<file path="config.mk">
export PLATFORM = sky130hd
export DESIGN_NAME = drc_lookup_arbiter
export DESIGN_NICKNAME = d
export VERILOG_FILES = /design/src/rtl/drc_pkg.sv /design/src/rtl/drc_arb_hazard_tracker.sv /design/src/rtl/drc_lookup_arbiter.sv
export SDC_FILE = /design/constraint.sdc
export NUM_CORES = 1
export LEC_CHECK = 0
export ABC_AREA = 1
export CORE_AREA = 2 2 387 389
export CTS_CLUSTER_DIAMETER = 120
export DETAILED_ROUTE_END_ITERATION = 10
export DIE_AREA = 0 0 389 391
export GPL_TIMING_DRIVEN = 0
export PLACE_DENSITY = 0.42
export REMOVE_ABC_BUFFERS = 1
export SLEW_MARGIN = 20
export SYNTH_ARGS = -nofsm -noshare
export SYNTH_HDL_FRONTEND = slang
export SYNTH_SLANG_ARGS = --single-unit
export TNS_END_PERCENT = 50
</file>
<file path="constraint.sdc">
create_clock -name clk -period 5.6 [get_ports clk]
set_input_delay 1.12 -clock clk [delete_from_list [all_inputs] [get_ports clk]]
set_output_delay 1.12 -clock clk [all_outputs]
set_load 0.02 [all_outputs]
</file>
<file path="src/rtl/drc_pkg.sv">
// Shared types and widths for the DRC tag-lookup arbiter and its hazard tracker.
package drc_pkg;

  typedef enum logic [1:0] {
    IDLE = 2'd0,
    HOST = 2'd1,
    ECC  = 2'd2
  } state_t;

  localparam int DATA_W = 272;
  localparam int SYN_W  = 32;
  localparam int ERR_W  = 8;

  // Width needed to hold the value n (at least 1 bit).
  function automatic int cnt_width(input int n);
    return (n > 1) ? $clog2(n + 1) : 1;
  endfunction

endpackage

</file>
<file path="src/rtl/drc_arb_hazard_tracker.sv">
// Read-after-write index hazard window: blocks one set index for HAZARD_CYC
// cycles after a host write is accepted into the lookup slot.
module drc_arb_hazard_tracker
  import drc_pkg::*;
#(
  parameter int IDX_SIZE   = 4,
  parameter int HAZARD_CYC = 2
) (
  input  logic                clk,
  input  logic                rst_n,
  input  logic                i_load,
  input  logic [IDX_SIZE-1:0] i_load_index,
  input  logic [IDX_SIZE-1:0] i_host_index,
  input  logic [IDX_SIZE-1:0] i_ecc_index,
  output logic                o_host_blk,
  output logic                o_ecc_blk
);

  localparam int HZ_W = cnt_width(HAZARD_CYC);

  logic [IDX_SIZE-1:0] r_hz_index;
  logic [HZ_W-1:0]     r_hz_cnt;
  logic                w_active;

  // A fresh write reloads the window even while an older one is still draining.
  always_ff @(posedge clk or negedge rst_n) begin
    if (!rst_n) begin
      r_hz_index <= '0;
      r_hz_cnt   <= '0;
    end else if (i_load && (HAZARD_CYC > 0)) begin
      r_hz_index <= i_load_index;
      r_hz_cnt   <= HZ_W'(HAZARD_CYC);
    end else if (r_hz_cnt != '0) begin
      r_hz_cnt <= r_hz_cnt - 1'b1;
    end
  end

  assign w_active   = (r_hz_cnt != '0);
  assign o_host_blk = w_active && (i_host_index == r_hz_index);
  assign o_ecc_blk  = w_active && (i_ecc_index == r_hz_index);

endmodule

</file>
<file path="src/rtl/drc_lookup_arbiter.sv">
// Host/ECC-scrubber arbiter feeding the single DRC tag-lookup issue slot.
// Optional DRC_ARB_PERF_CNT_EN adds grant and hazard-stall counters.
module drc_lookup_arbiter
  import drc_pkg::*;
#(
  parameter int TAG_SIZE     = 20,
  parameter int IDX_SIZE     = 4,
  parameter int STARVE_LIMIT = 8,
  parameter int CNT_W        = 4,
  parameter int HAZARD_CYC   = 2
) (
  input  logic                clk,
  input  logic                rst_n,
`ifdef DRC_ARB_PERF_CNT_EN
  input  logic                perf_clr_i,
  output logic [31:0]         perf_host_gnt_o,
  output logic [31:0]         perf_ecc_gnt_o,
  output logic [31:0]         perf_hz_stall_o,
`endif
  input  logic                host_valid_i,
  output logic                host_ready_o,
  input  logic                host_we_i,
  input  logic [TAG_SIZE-1:0] host_tag_i,
  input  logic [IDX_SIZE-1:0] host_index_i,
  input  logic [DATA_W-1:0]   host_data_i,
  input  logic                ecc_valid_i,
  output logic                ecc_ready_o,
  input  logic [TAG_SIZE-1:0] ecc_tag_i,
  input  logic [IDX_SIZE-1:0] ecc_index_i,
  input  logic [DATA_W-1:0]   ecc_data_i,
  input  logic [SYN_W-1:0]    ecc_syndrome_i,
  input  logic [ERR_W-1:0]    ecc_err_i,
  input  logic                pipe_ready_i,
  output logic                tagrd_en_o,
  output logic [TAG_SIZE-1:0] tag_o,
  output logic [IDX_SIZE-1:0] index_o,
  output logic [DATA_W-1:0]   data_o,
  output logic [SYN_W-1:0]    syndrome_o,
  output logic [ERR_W-1:0]    err_o,
  output logic                host_valid_o,
  output logic                host_we_o,
  output logic                ecc_valid_o
);

  state_t              r_state;
  state_t              w_state_next;
  logic [CNT_W-1:0]    r_starve_cnt;
  logic [TAG_SIZE-1:0] r_tag;
  logic [IDX_SIZE-1:0] r_index;
  logic [DATA_W-1:0]   r_data;
  logic [SYN_W-1:0]    r_syndrome;
  logic [ERR_W-1:0]    r_err;
  logic                r_host_we;

  logic w_consume, w_load_ok;
  logic w_host_blk, w_ecc_blk;
  logic w_host_elig, w_ecc_elig;
  logic w_starved;
  logic w_gnt_host, w_gnt_ecc;

  drc_arb_hazard_tracker #(
    .IDX_SIZE   (IDX_SIZE),
    .HAZARD_CYC (HAZARD_CYC)
  ) u_hazard (
    .clk          (clk),
    .rst_n        (rst_n),
    .i_load       (w_gnt_host && host_we_i),
    .i_load_index (host_index_i),
    .i_host_index (host_index_i),
    .i_ecc_index  (ecc_index_i),
    .o_host_blk   (w_host_blk),
    .o_ecc_blk    (w_ecc_blk)
  );

  assign w_consume   = (r_state != IDLE) && pipe_ready_i;
  assign w_load_ok   = (r_state == IDLE) || w_consume;
  assign w_host_elig = host_valid_i && !w_host_blk;
  assign w_ecc_elig  = ecc_valid_i && !w_ecc_blk;
  assign w_starved   = (r_starve_cnt == CNT_W'(STARVE_LIMIT));

  // Host has fixed priority unless the scrubber has hit its starvation limit.
  assign w_gnt_host = w_load_ok && w_host_elig && !(w_ecc_elig && w_starved);
  assign w_gnt_ecc  = w_load_ok && w_ecc_elig && !w_gnt_host;

  always_comb begin
    w_state_next = r_state;
    if (w_gnt_host)     w_state_next = HOST;
    else if (w_gnt_ecc) w_state_next = ECC;
    else if (w_consume) w_state_next = IDLE;
  end

  always_ff @(posedge clk or negedge rst_n) begin
    if (!rst_n) r_state <= IDLE;
    else        r_state <= w_state_next;
  end

  always_ff @(posedge clk or negedge rst_n) begin
    if (!rst_n) begin
      r_tag      <= '0;
      r_index    <= '0;
      r_data     <= '0;
      r_syndrome <= '0;
      r_err      <= '0;
      r_host_we  <= 1'b0;
    end else if (w_gnt_host) begin
      r_tag      <= host_tag_i;
      r_index    <= host_index_i;
      r_data     <= host_data_i;
      r_syndrome <= '0;
      r_err      <= '0;
      r_host_we  <= host_we_i;
    end else if (w_gnt_ecc) begin
      r_tag      <= ecc_tag_i;
      r_index    <= ecc_index_i;
      r_data     <= ecc_data_i;
      r_syndrome <= ecc_syndrome_i;
      r_err      <= ecc_err_i;
      r_host_we  <= 1'b0;
    end
  end

  always_ff @(posedge clk or negedge rst_n) begin
    if (!rst_n) begin
      r_starve_cnt <= '0;
    end else if (ecc_valid_i && !w_gnt_ecc) begin
      if (!w_starved) r_starve_cnt <= r_starve_cnt + 1'b1;
    end else begin
      r_starve_cnt <= '0;
    end
  end

`ifdef DRC_ARB_PERF_CNT_EN
  logic [31:0] r_perf_host, r_perf_ecc, r_perf_hz;

  always_ff @(posedge clk or negedge rst_n) begin
    if (!rst_n) begin
      r_perf_host <= '0;
      r_perf_ecc  <= '0;
      r_perf_hz   <= '0;
    end else if (perf_clr_i) begin
      r_perf_host <= '0;
      r_perf_ecc  <= '0;
      r_perf_hz   <= '0;
    end else begin
      if (w_gnt_host) r_perf_host <= r_perf_host + 32'd1;
      if (w_gnt_ecc)  r_perf_ecc  <= r_perf_ecc + 32'd1;
      if ((host_valid_i && w_host_blk) || (ecc_valid_i && w_ecc_blk))
        r_perf_hz <= r_perf_hz + 32'd1;
    end
  end

  assign perf_host_gnt_o = r_perf_host;
  assign perf_ecc_gnt_o  = r_perf_ecc;
  assign perf_hz_stall_o = r_perf_hz;
`endif

  assign host_ready_o = w_gnt_host;
  assign ecc_ready_o  = w_gnt_ecc;
  assign tagrd_en_o   = w_consume;
  assign tag_o        = r_tag;
  assign index_o      = r_index;
  assign data_o       = r_data;
  assign syndrome_o   = r_syndrome;
  assign err_o        = r_err;
  assign host_we_o    = r_host_we;
  assign host_valid_o = (r_state == HOST);
  assign ecc_valid_o  = (r_state == ECC);

endmodule
</file>
==> metrics.cfg, run 1 <==
[final_layout]
mostFrequentLayoutCell = sky130_fd_sc_hd__nand3_1
most_frequent_cells_in_the_layout = sky130_fd_sc_hd__nand3_1 (1270), sky130_fd_sc_hd__clkdlybuf4s50_1 (978), sky130_fd_sc_hd__dfrtp_1 (349), sky130_fd_sc_hd__nand2_1 (72), sky130_fd_sc_hd__clkbuf_16 (53)
ratio_of_cells_with_drive_above_1_in_the_final_layout_pct = 4.54
final_net_count = 3465
areaGrowthSynthToFinish_pct = 82.2
fin_util_pct = 20.6

[pwr]
cellInternalPower_w = 0.00789
power_switching_share_pct = 40.2
power.share.sequential_pct = 29.9
vdd_ir_drop_max_mv = 0.218
power.total_w = 0.0132
power.share.combinational_pct = 45.2
total_leakage_power_nw = 12.4
share_clk_of_total_power_pct = 24.9
power_switching_w = 0.00530
pwrdens_nw_per_um2 = 431

[route]
drt_first_iter_violations = 1328
route.met2.wl_mm = 53.1
detail_route.wirelength.met1_mm = 47.4
remaining_drc_errors = 0
drt-pass1-iter-count = 5
uppermost_layer_routed = met5
routed_via_density = 4.01
routed_wl_mm = 114
wl_per_cell_um = 23.6
vias = 19300
post_route_antenna_net_violation_count = 0
wl_met3_mm = 10.0

[global_route]
vias_in_the_first_global_route = 18900
grt_max_degree = 126
global_route.overflow_total = 0
track_usage_pct = 14.1
grt_pass1_wl_mm = 154
antenna_found_initial = 57

[sta]
postLayoutSetupSlackWorst_ns = 0.319
final.hold.worst_slack_ns = 0.469
max_slew.worst_pin.slew_ns = 0.692
drv_slew = 0
timing.slew.headroom_pct = 53.7
finalSetupViolCount = 0
hold_violations = 0
unrepaired_setup_endpoints_after_global_routing = no
final.period_utilization_pct = 94.3
fin_worst_skew_ns = 0.0255
final_period_minus_worst_setup_slack_ns = 5.28
maxClockFrequency_mhz = 189

[clock_network]
worstSkewPairLatency_ns = 0.62
clk_pin_slew_worst_paths_ns = 0.06
ctsRootBufferMaster = sky130_fd_sc_hd__clkbuf_16
numCtsBuffers = 50
cts_sinks = 349
tritoncts = done
clock_tree.buffer_depth = 3
cts-htree-levels = 2

[synthesis]
synthesis.area_per_instance_um2 = 8.54
synthTopCellsByArea = sky130_fd_sc_hd__dfrtp_1 (52%), sky130_fd_sc_hd__nand3_1 (38%), sky130_fd_sc_hd__buf_2 (2.7%)
synth_top_area_share_pct = 52.0
fraction_of_registers_with_async_set_reset_pct = 100
count_of_unique_library_cells_instantiated_by_yosys = 21
synth_largest_area_cell = sky130_fd_sc_hd__dfrtp_1
synth.yosys.seq_area_share_pct = 52.0
leading_register_cell_type_out_of_synthesis = sky130_fd_sc_hd__dfrtp_1
count_of_flip_flops_with_a_built_in_enable_after_synthesis = 0
netlist_instances = 1965
netlist_area_um2 = 16800
yosys_warnings = 0
yosys_register_bits = 349

[setup_path]
worst-setup-path-type = in -> out
cp_data_required_time_ns = 4.48
cp_data_arrival_time_ns = 4.16
nature_of_the_critical_path_endpoint = primary output
start_kind = primary input
timing.critical_path.fanout_max = 62

[outcome]
outcome = complete, no violations

[flow_run]
max-cap-violations = 0

[die]
design.core.area_um2 = 149000
row_count = 142
chipHeight_um = 391
start_util_pct = 11.3
floorplan.io_pins = 980
design.die.area_um2 = 152000
die_boundary_width_um = 389

[placement]
hpwlAfterDp_mm = 85.2
place_congestion = 0.803
dp_worst_setup_slack_ns = -0.304
io_buffer_count = 979

[worst_hold_path]
worst_hold_path_type = in -> async

[per-stage QoR]
stage          TNS [ns]  instance area [um^2]  cells
3_3_place_gp          -                 27900   4674
2_1_floorplan  -2488.58                 15700   1751
5_1_grt               0                 30600   4819
4_1_cts               0                 30500   4808
3_5_place_dp     -0.374                 28900   4713
6_report              0                 30600   4821
[final cells by class]
cell class                 count  area (um^2)
fill                       16500       118000
timing repair buffer        1019        10700
sequential                   349         8730
multi-input combinational   1378         6890
tap                         1944         2430
clock buffer                  76         1510
clock inverter                17          130
inverter                      26          110
antenna                       12         30.0
[worst paths after layout]
check / start / to / slack, ns / depth (start not counted)
worst max-delay path: ecc_index_i[2] / ecc_ready_o / 0.32 / 9
worst min-delay path: rst_n / data_o[252] / 0.47 / 1
worst max register to register: u_hazard.r_hz_cnt[0] / data_o[215] / 1.80 / 12
worst min register to register: syndrome_o[26] / syndrome_o[26] / 0.49 / 2
max in group asynchronous: rst_n / tag_o[16] / 3.72 / 3
min in group clk: syndrome_o[26] / syndrome_o[26] / 0.49 / 2
[cell families after synthesis]
family	share of synthesized area, %
and+or+nand+nor	40.0
adders and majority gates	0.224
xor gates and xnor gates	0.209
buffers and inverters	7.21
AOI/OAI and AO/OA	0.343
DFF	52.0
[sequential cells by signal, indices dropped and copies added, names as in the netlist]
register	count
err_o	8
r_starve_cnt	4
index_o	4
tag_o	20
host_we_o	1
r_state	2
u_hazard.r_hz_cnt	2
u_hazard.r_hz_index	4
data_o	272
syndrome_o	32
[synthesized netlist by cell type (2+ instances only)]
library cell	count
sky130_fd_sc_hd__nand3_1	1270
sky130_fd_sc_hd__dfrtp_1	349
sky130_fd_sc_hd__buf_2	91
sky130_fd_sc_hd__nand2_1	72
sky130_fd_sc_hd__clkbuf_1	49
sky130_fd_sc_hd__buf_4	42
sky130_fd_sc_hd__buf_1	27
sky130_fd_sc_hd__inv_1	23
sky130_fd_sc_hd__nor2_1	10
sky130_fd_sc_hd__o21ai_0	7
sky130_fd_sc_hd__buf_6	5
sky130_fd_sc_hd__xor2_1	4
sky130_fd_sc_hd__ha_1	3
sky130_fd_sc_hd__inv_2	3
sky130_fd_sc_hd__a21oi_1	2
sky130_fd_sc_hd__nand3_2	2
sky130_fd_sc_hd__nand4_1	2
[worst max-delay path: stages]
cell,delay (ns)
sky130_fd_sc_hd__clkdlybuf4s50_1,0.52
sky130_fd_sc_hd__xor2_1,0.16
sky130_fd_sc_hd__nor2_1,0.05
sky130_fd_sc_hd__nand2_1,0.30
sky130_fd_sc_hd__nand3_4,0.60
sky130_fd_sc_hd__clkinv_8,0.48
sky130_fd_sc_hd__nand2_1,0.17
sky130_fd_sc_hd__inv_1,0.09
sky130_fd_sc_hd__clkdlybuf4s50_1,0.61
[power by group through the flow]
stage | Sequential [W] | Clock, W | Combinational [W]
6_report | 0.00395 | 0.00328 | 0.00596
5_1_grt | 0.00406 | 0.00350 | 0.00638
4_1_cts | 0.00395 | 0.00342 | 0.00606
3_5_place_dp | 0.00398 | 0 | 0.00603
3_3_place_gp | 0.00398 | 0 | 0.00611
2_1_floorplan | 0.00491 | 0 | 0.00169
[metal layers]
metal / track usage [%] / vias up
li1: - / 8775
met1: 18.0 / 9531
met2: 22.5 / 822
met3: 4.71 / 173
met4: 4.16 / 24
met5: 0 / -
[what timing repair did]
action	in CTS	in global routing
setup buffers	1	0
cloned	1	1
gates resized for setup	0	1
hold buffers	0	0
pin swaps	1	0
endpoints found under the setup margin	2	1
Note: power is estimated with default switching activity, not from simulation.
==> inputs of run 2 (changes only) <==
--- a/config.mk
+++ b/config.mk
@@ -6,13 +6,13 @@
 export NUM_CORES = 1
 export LEC_CHECK = 0
 export ABC_AREA = 1
+export ABC_CLOCK_PERIOD_IN_PS = 5600
 export CORE_AREA = 2 2 387 389
 export CTS_CLUSTER_DIAMETER = 120
 export DETAILED_ROUTE_END_ITERATION = 10
 export DIE_AREA = 0 0 389 391
-export GPL_TIMING_DRIVEN = 0
+export GPL_TIMING_DRIVEN = 1
 export PLACE_DENSITY = 0.42
-export REMOVE_ABC_BUFFERS = 1
 export SLEW_MARGIN = 20
 export SYNTH_ARGS = -nofsm -noshare
 export SYNTH_HDL_FRONTEND = slang
==> run 2 against run 1 <==
  * Critical path depth stayed put
  * Clock-buffer cell count stayed put
  * Utilization is 0.45 points lower
  * Non-clock buffer count is 16 lower
  * Wire length is 6.1% lower
  * Clock power is 3% lower
  * Clock skew is 0.0064 ns lower
  * Largest cell class unchanged
==> metrics.cfg, run 2 (synthesis results as in run 1) <==
[outcome]
outcome = complete, no violations  ; unchanged

[sta]
final.period_utilization_pct = 79.3  ; was 94.3%
fin_worst_skew_ns = 0.0191  ; was 0.0255 ns
final_period_minus_worst_setup_slack_ns = 4.44  ; was 5.28 ns
final.hold.worst_slack_ns = 0.447  ; was 0.469 ns
maxClockFrequency_mhz = 225  ; was 189 MHz
tns_ns = 0  ; unchanged
hold_violations = 0  ; unchanged
timing.slew.headroom_pct = 27.8  ; was 53.7%
max_slew.worst_pin.slew_ns = 1.08  ; was 0.692 ns
drv_slew = 0  ; unchanged
unrepaired_setup_endpoints_after_global_routing = no  ; unchanged
finalSetupViolCount = 0  ; unchanged

[clock_network]
numCtsBuffers = 49  ; was 50
clk_pin_slew_worst_paths_ns = 0.06  ; about the same
cts-htree-levels = 2  ; unchanged
clock_tree.buffer_depth = 3  ; unchanged
tritoncts = done  ; unchanged
cts-hold-fix-buffers = 0  ; unchanged
worstSkewPairLatency_ns = 0.62  ; about the same
ctsRootBufferMaster = sky130_fd_sc_hd__clkbuf_16  ; unchanged
post_cts_buffers = 0  ; was 1
cts_resized = 0  ; unchanged
cts_sinks = 349  ; unchanged

[global_route]
grt_max_degree = 185  ; was 126
track_usage_pct = 13.3  ; was 14.1%
vias_in_the_first_global_route = 19100  ; was 18900
grt_pass1_wl_mm = 147  ; was 154 mm
global_route.overflow_total = 0  ; unchanged
antenna_found_initial = 56  ; was 57

[setup_path]
start_kind = primary input  ; unchanged
r2r_worst_path_depth = 11  ; was 12
cp_data_arrival_time_ns = 3.32  ; was 4.16 ns
worst-setup-path-type = in -> out  ; unchanged
nature_of_the_critical_path_endpoint = primary output  ; unchanged
timing.reg2reg.setup_slack_ns = 2.41  ; was 1.80 ns
r2r-start = u_hazard.r_hz_cnt[0]  ; unchanged
worstReg2RegEnd = data_o[156]  ; was data_o[215]
cp_data_required_time_ns = 4.48  ; about the same
timing.critical_path.fanout_max = 50  ; was 62

[pwr]
power_switching_w = 0.00518  ; was 0.00530 W
power.share.combinational_pct = 44.7  ; was 45.2%
power.total_w = 0.0129  ; was 0.0132 W
power_switching_share_pct = 40.2  ; about the same
vdd_ir_drop_max_mv = 0.246  ; was 0.218 mV
cellInternalPower_w = 0.00770  ; was 0.00789 W
pwrdens_nw_per_um2 = 430  ; was 431 nW/um^2
total_leakage_power_nw = 12.1  ; was 12.4 nW
share_clk_of_total_power_pct = 24.6  ; was 24.9%
power.share.sequential_pct = 30.7  ; was 29.9%

[synthesis]
synthesis.nets = 2606

[final_layout]
areaGrowthSynthToFinish_pct = 78.2  ; was 82.2%
largest_register_ffs = 272  ; unchanged
ratio_of_cells_with_drive_above_1_in_the_final_layout_pct = 3.76  ; was 4.54%
most_frequent_cells_in_the_layout = sky130_fd_sc_hd__nand3_1 (1270), sky130_fd_sc_hd__clkdlybuf4s50_1 (978), sky130_fd_sc_hd__dfrtp_1 (349), sky130_fd_sc_hd__nand2_1 (72), sky130_fd_sc_hd__clkbuf_16 (49)  ; was sky130_fd_sc_hd__nand3_1 (1270), sky130_fd_sc_hd__clkdlybuf4s50_1 (978), sky130_fd_sc_hd__dfrtp_1 (349), sky130_fd_sc_hd__nand2_1 (72), sky130_fd_sc_hd__clkbuf_16 (53)
fin_util_pct = 20.1  ; was 20.6%
mostFrequentLayoutCell = sky130_fd_sc_hd__nand3_1  ; unchanged
final_net_count = 3446  ; was 3465

[route]
post_route_antenna_net_violation_count = 0  ; unchanged
drt_first_iter_violations = 1289  ; was 1328
routed_wl_mm = 107  ; was 114 mm
drt-pass1-iter-count = 5  ; unchanged
vias = 19000  ; was 19300
routed_via_density = 3.96  ; was 4.01
remaining_drc_errors = 0  ; unchanged
wl_per_cell_um = 22.2  ; was 23.6 um

[worst_hold_path]
worst_hold_path_type = in -> async  ; unchanged

[placement]
hpwlAfterDp_mm = 77.4  ; was 85.2 mm
place_congestion = 0.801  ; was 0.803
io_buffer_count = 979  ; unchanged

[die]
design.core.area_um2 = 149000  ; unchanged
floorplan.io_pins = 980  ; unchanged
die_boundary_width_um = 389  ; unchanged
row_count = 142  ; unchanged
design.die.area_um2 = 152000  ; unchanged
start_util_pct = 11.3  ; unchanged
chipHeight_um = 391  ; unchanged

[flow_run]
max-cap-violations = 0  ; unchanged

==> run 2: cell count changes in the layout (fill, tap and decap cells not counted), sizes merged <==
cell | previous run | this run
clkinv | 12 | 7
inv | 26 | 29
nand3 | 1273 | 1272
diode | 12 | 20
nand2 | 74 | 73
clkinvlp | 4 | 1
buf | 41 | 25
==> run 2: how the worst max path moves through the flow <==
| stage | startpoint | to | slack (ns) |
|---|---|---|---|
| global placement | ecc_index_i[0] | ecc_ready_o | 1.13 |
| CTS | ecc_index_i[2] | ecc_ready_o | 1.13 |
| finish | ecc_index_i[2] | ecc_ready_o | 1.16 |
| global route | ecc_index_i[1] | ecc_ready_o | 1.03 |
| detailed placement | ecc_index_i[2] | ecc_ready_o | 1.14 |
| floorplan | pipe_ready_i | host_ready_o | 2.28 |
==> run 2: stage by stage <==
stage          cell area [um^2]  std cells  worst slack, ns
6_report                  29900       4806             1.16
5_1_grt                   29900       4804             1.03
4_1_cts                   29900       4786             1.13
3_5_place_dp              28300       4698             1.14
3_3_place_gp              28300       4698             1.13
2_1_floorplan             16800       1965             2.28
==> run 2: area by class of cell <==
type	count	area [um^2]
Fill cell	16500	119000
Timing Repair Buffer	1003	10100
Sequential cell	349	8730
Multi-Input combinational cell	1376	6870
Tap cell	1944	2430
Clock buffer	76	1470
Clock inverter	12	121
Inverter	26	105
Antenna cell	20	50.0
==> run 2: metal layers <==
| layer | global-route usage [%] | vias to the layer above | routed length, um |
|---|---|---|---|
| met2 | 22.0 | 753 | 52800 |
| li1 | - | 8729 | - |
| met3 | 4.66 | 158 | 9030 |
| met1 | 15.7 | 9362 | 42400 |
| met5 | 0 | - | 93 |
| met4 | 5.15 | 14 | 2590 |
==> run 2: critical path, cell delays in order <==
cell	delay, ns
sky130_fd_sc_hd__clkdlybuf4s50_1	0.49
sky130_fd_sc_hd__xor2_1	0.17
sky130_fd_sc_hd__nor2_1	0.06
sky130_fd_sc_hd__nand2_1	0.17
sky130_fd_sc_hd__nand3_4	0.14
sky130_fd_sc_hd__nand2_8	0.32
sky130_fd_sc_hd__nand2_1	0.15
sky130_fd_sc_hd__inv_1	0.08
sky130_fd_sc_hd__clkdlybuf4s50_1	0.60
==> run 2: power by group through the flow <==
| stage | combinational (W) | sequential, W | clock, W |
|---|---|---|---|
| after floorplan | 0.00174 | 0.00491 | 0 |
| final | 0.00576 | 0.00395 | 0.00317 |
| after global placement | 0.00584 | 0.00397 | 0 |
| after global routing | 0.00616 | 0.00406 | 0.00340 |
| after detailed placement | 0.00583 | 0.00398 | 0 |
| after CTS | 0.00585 | 0.00395 | 0.00331 |
==> inputs of run 3 (changes only) <==
--- a/config.mk
+++ b/config.mk
@@ -6,13 +6,13 @@
 export NUM_CORES = 1
 export LEC_CHECK = 0
 export ABC_AREA = 1
-export ABC_CLOCK_PERIOD_IN_PS = 5600
-export CORE_AREA = 2 2 387 389
+export ABC_CLOCK_PERIOD_IN_PS = 4300
+export CORE_AREA = 2 2 378 380
 export CTS_CLUSTER_DIAMETER = 120
 export DETAILED_ROUTE_END_ITERATION = 10
-export DIE_AREA = 0 0 389 391
+export DIE_AREA = 0 0 380 382
 export GPL_TIMING_DRIVEN = 1
-export PLACE_DENSITY = 0.42
+export PLACE_DENSITY = 0.43
 export SLEW_MARGIN = 20
 export SYNTH_ARGS = -nofsm -noshare
 export SYNTH_HDL_FRONTEND = slang
==> constraint.sdc (replaced) <==
create_clock -name clk -period 4.3 [get_ports clk]
set_input_delay 0.86 -clock clk [delete_from_list [all_inputs] [get_ports clk]]
set_output_delay 0.86 -clock clk [all_outputs]
set_load 0.02 [all_outputs]
==> run 3 against run 2 <==
  * Worst setup slack worse by 0.61 ns
  * Flip-flop and latch count unchanged
  * Critical path depth up 1
  * Die area down 4.6%
  * Clock-buffer cell count down 13
  * Cell count down 0.92%
  * Critical endpoint unchanged
==> metrics.cfg, run 3 (synthesis results as in run 1) <==
[setup_path]
cp_cell_sequence = clkdlybuf4s50_1 > nand2_1 > o21ai_0 > nor2_1 > nand2_1 > nand3_4 > nand2_8 > nand2_1 > inv_1 > clkdlybuf4s50_1  ; was clkdlybuf4s50_1 > xor2_1 > nor2_1 > nand2_1 > nand3_4 > nand2_8 > nand2_1 > inv_1 > clkdlybuf4s50_1
worst-setup-path-type = in -> out  ; unchanged
critical_path.max_stage_delay_ns = 0.61  ; was 0.60 ns
nature_of_the_critical_path_endpoint = primary output  ; unchanged
most_numerous_cell_on_the_critical_path = sky130_fd_sc_hd__nand2_1
cp_data_required_time_ns = 3.44  ; was 4.48 ns
start_kind = primary input  ; unchanged
critPathSlowestCell = sky130_fd_sc_hd__clkdlybuf4s50_1  ; unchanged
timing.critical_path.fanout_max = 21  ; was 50
cp_data_arrival_time_ns = 2.89  ; was 3.32 ns

[route]
remaining_drc_errors = 0  ; unchanged
post_route_antenna_net_violation_count = 0  ; unchanged
routed_via_density = 4.02  ; was 3.96
wl_per_cell_um = 22.0  ; was 22.2 um
drt-pass1-iter-count = 5  ; unchanged
vias = 19100  ; was 19000
routed_wl_mm = 105  ; was 107 mm
drt_first_iter_violations = 1247  ; was 1289

[global_route]
antenna_found_initial = 45  ; was 56
vias_in_the_first_global_route = 19300  ; was 19100
track_usage_pct = 13.7  ; was 13.3%
grt_max_degree = 159  ; was 185
global_route.overflow_total = 0  ; unchanged
grt_pass1_wl_mm = 147  ; about the same

[sta]
final.hold.worst_slack_ns = 0.224  ; was 0.447 ns
drv_slew = 0  ; unchanged
tns_ns = 0  ; unchanged
final_period_minus_worst_setup_slack_ns = 3.75
timing.slew.headroom_pct = 24.9  ; was 27.8%
finalSetupViolCount = 0  ; unchanged
max_slew.worst_pin.slew_ns = 1.13  ; was 1.08 ns
unrepaired_setup_endpoints_after_global_routing = no  ; unchanged
maxClockFrequency_mhz = 267
fin_worst_skew_ns = 0.00977  ; was 0.0191 ns
final.period_utilization_pct = 87.2
hold_violations = 0  ; unchanged

[die]
design.die.area_um2 = 145000  ; was 152000 um^2
row_count = 138  ; was 142
die_boundary_width_um = 380  ; was 389 um
design.core.area_um2 = 141000  ; was 149000 um^2
start_util_pct = 11.9  ; was 11.3%
chipHeight_um = 382  ; was 391 um
floorplan.io_pins = 980  ; unchanged

[placement]
io_buffer_count = 979  ; unchanged
hpwlAfterDp_mm = 76.8  ; was 77.4 mm
place_congestion = 0.879  ; was 0.801
total_cell_area_at_the_placement_stage_um2 = 28400  ; was 28300 um^2

[clock_network]
cts-htree-levels = 2  ; unchanged
cts_resized = 0  ; unchanged
clock_tree.buffer_depth = 3  ; unchanged
worstSkewPairLatency_ns = 0.61  ; was 0.62 ns
tritoncts = done  ; unchanged
post_cts_buffers = 0  ; unchanged
cts_sinks = 349  ; unchanged
cts-hold-fix-buffers = 0  ; unchanged
clk_pin_slew_worst_paths_ns = 0.05  ; was 0.06 ns
numCtsBuffers = 48  ; was 49
ctsRootBufferMaster = sky130_fd_sc_hd__clkbuf_16  ; unchanged

[pwr]
total_leakage_power_nw = 12.1  ; about the same
power.total_w = 0.0166  ; was 0.0129 W
vdd_ir_drop_max_mv = 0.299  ; was 0.246 mV
pwrdens_nw_per_um2 = 554  ; was 430 nW/um^2

[final_layout]
areaGrowthSynthToFinish_pct = 78.0  ; was 78.2%
mostFrequentLayoutCell = sky130_fd_sc_hd__nand3_1  ; unchanged
finalInstanceArea_um2 = 29900  ; about the same
fin_util_pct = 21.2  ; was 20.1%
final_net_count = 3463  ; was 3446
largest_register_ffs = 272  ; unchanged
ratio_of_cells_with_drive_above_1_in_the_final_layout_pct = 4.08  ; was 3.76%
most_frequent_cells_in_the_layout = sky130_fd_sc_hd__nand3_1 (1270), sky130_fd_sc_hd__clkdlybuf4s50_1 (978), sky130_fd_sc_hd__dfrtp_1 (349), sky130_fd_sc_hd__nand2_1 (72), sky130_fd_sc_hd__clkbuf_16 (48)  ; was sky130_fd_sc_hd__nand3_1 (1270), sky130_fd_sc_hd__clkdlybuf4s50_1 (978), sky130_fd_sc_hd__dfrtp_1 (349), sky130_fd_sc_hd__nand2_1 (72), sky130_fd_sc_hd__clkbuf_16 (49)

[outcome]
outcome = complete, no violations  ; unchanged

[worst_hold_path]
worst_hold_path_type = in -> async  ; unchanged

[flow_run]
max-cap-violations = 0  ; unchanged

[synthesis]
synthesis.nets = 2606  ; unchanged

[run 3: critical path: cells and delay by family]
family,cells,cell delay (ns)
compound gates,1,0.07
buf+inv,3,1.18
simple gates,6,0.77
[run 3: final timing paths]
kind	cells past startpoint	endpoint	slack, ns	startpoint
max in group asynchronous	2	data_o[124]	3.03	rst_n
min in group clk	2	err_o[5]	0.50	err_o[5]
worst max register to register	11	data_o[193]	1.35	u_hazard.r_hz_cnt[0]
worst min-delay path	1	data_o[3]	0.22	rst_n
worst min register to register	2	err_o[5]	0.50	err_o[5]
worst max-delay path	10	ecc_ready_o	0.55	ecc_index_i[1]
[run 3: routing by layer]
layer  GRT usage, %  share of wire (%)
met5              0              0.066
met3           4.78                8.2
met4           5.52                2.6
met1           16.9                 42
met2           21.8                 47
[run 3: where the power goes]
group          switching (W)  internal (W)
clock                0.00168       0.00221
sequential          0.000733       0.00441
combinational        0.00428       0.00325
[run 3: cell type report]
| type | instances | area, um^2 |
|---|---|---|
| inverters | 26 | 105 |
| clock buffers | 63 | 1330 |
| flip-flops and latches | 349 | 8730 |
| well taps | 1890 | 2360 |
| clock inverters | 11 | 118 |
| diodes | 26 | 65.1 |
| multi-input cells | 1376 | 6870 |
| fillers | 15700 | 111000 |
| repair buffers | 1021 | 10300 |
[run 3: per-stage QoR]
| stage | instances | setup slack (ns) |
|---|---|---|
| floorplan | 1965 | 1.50 |
| global placement | 4662 | 0.500 |
| detailed placement | 4662 | 0.521 |
| CTS | 4736 | 0.460 |
| global route | 4762 | 0.372 |
| finish | 4762 | 0.552 |
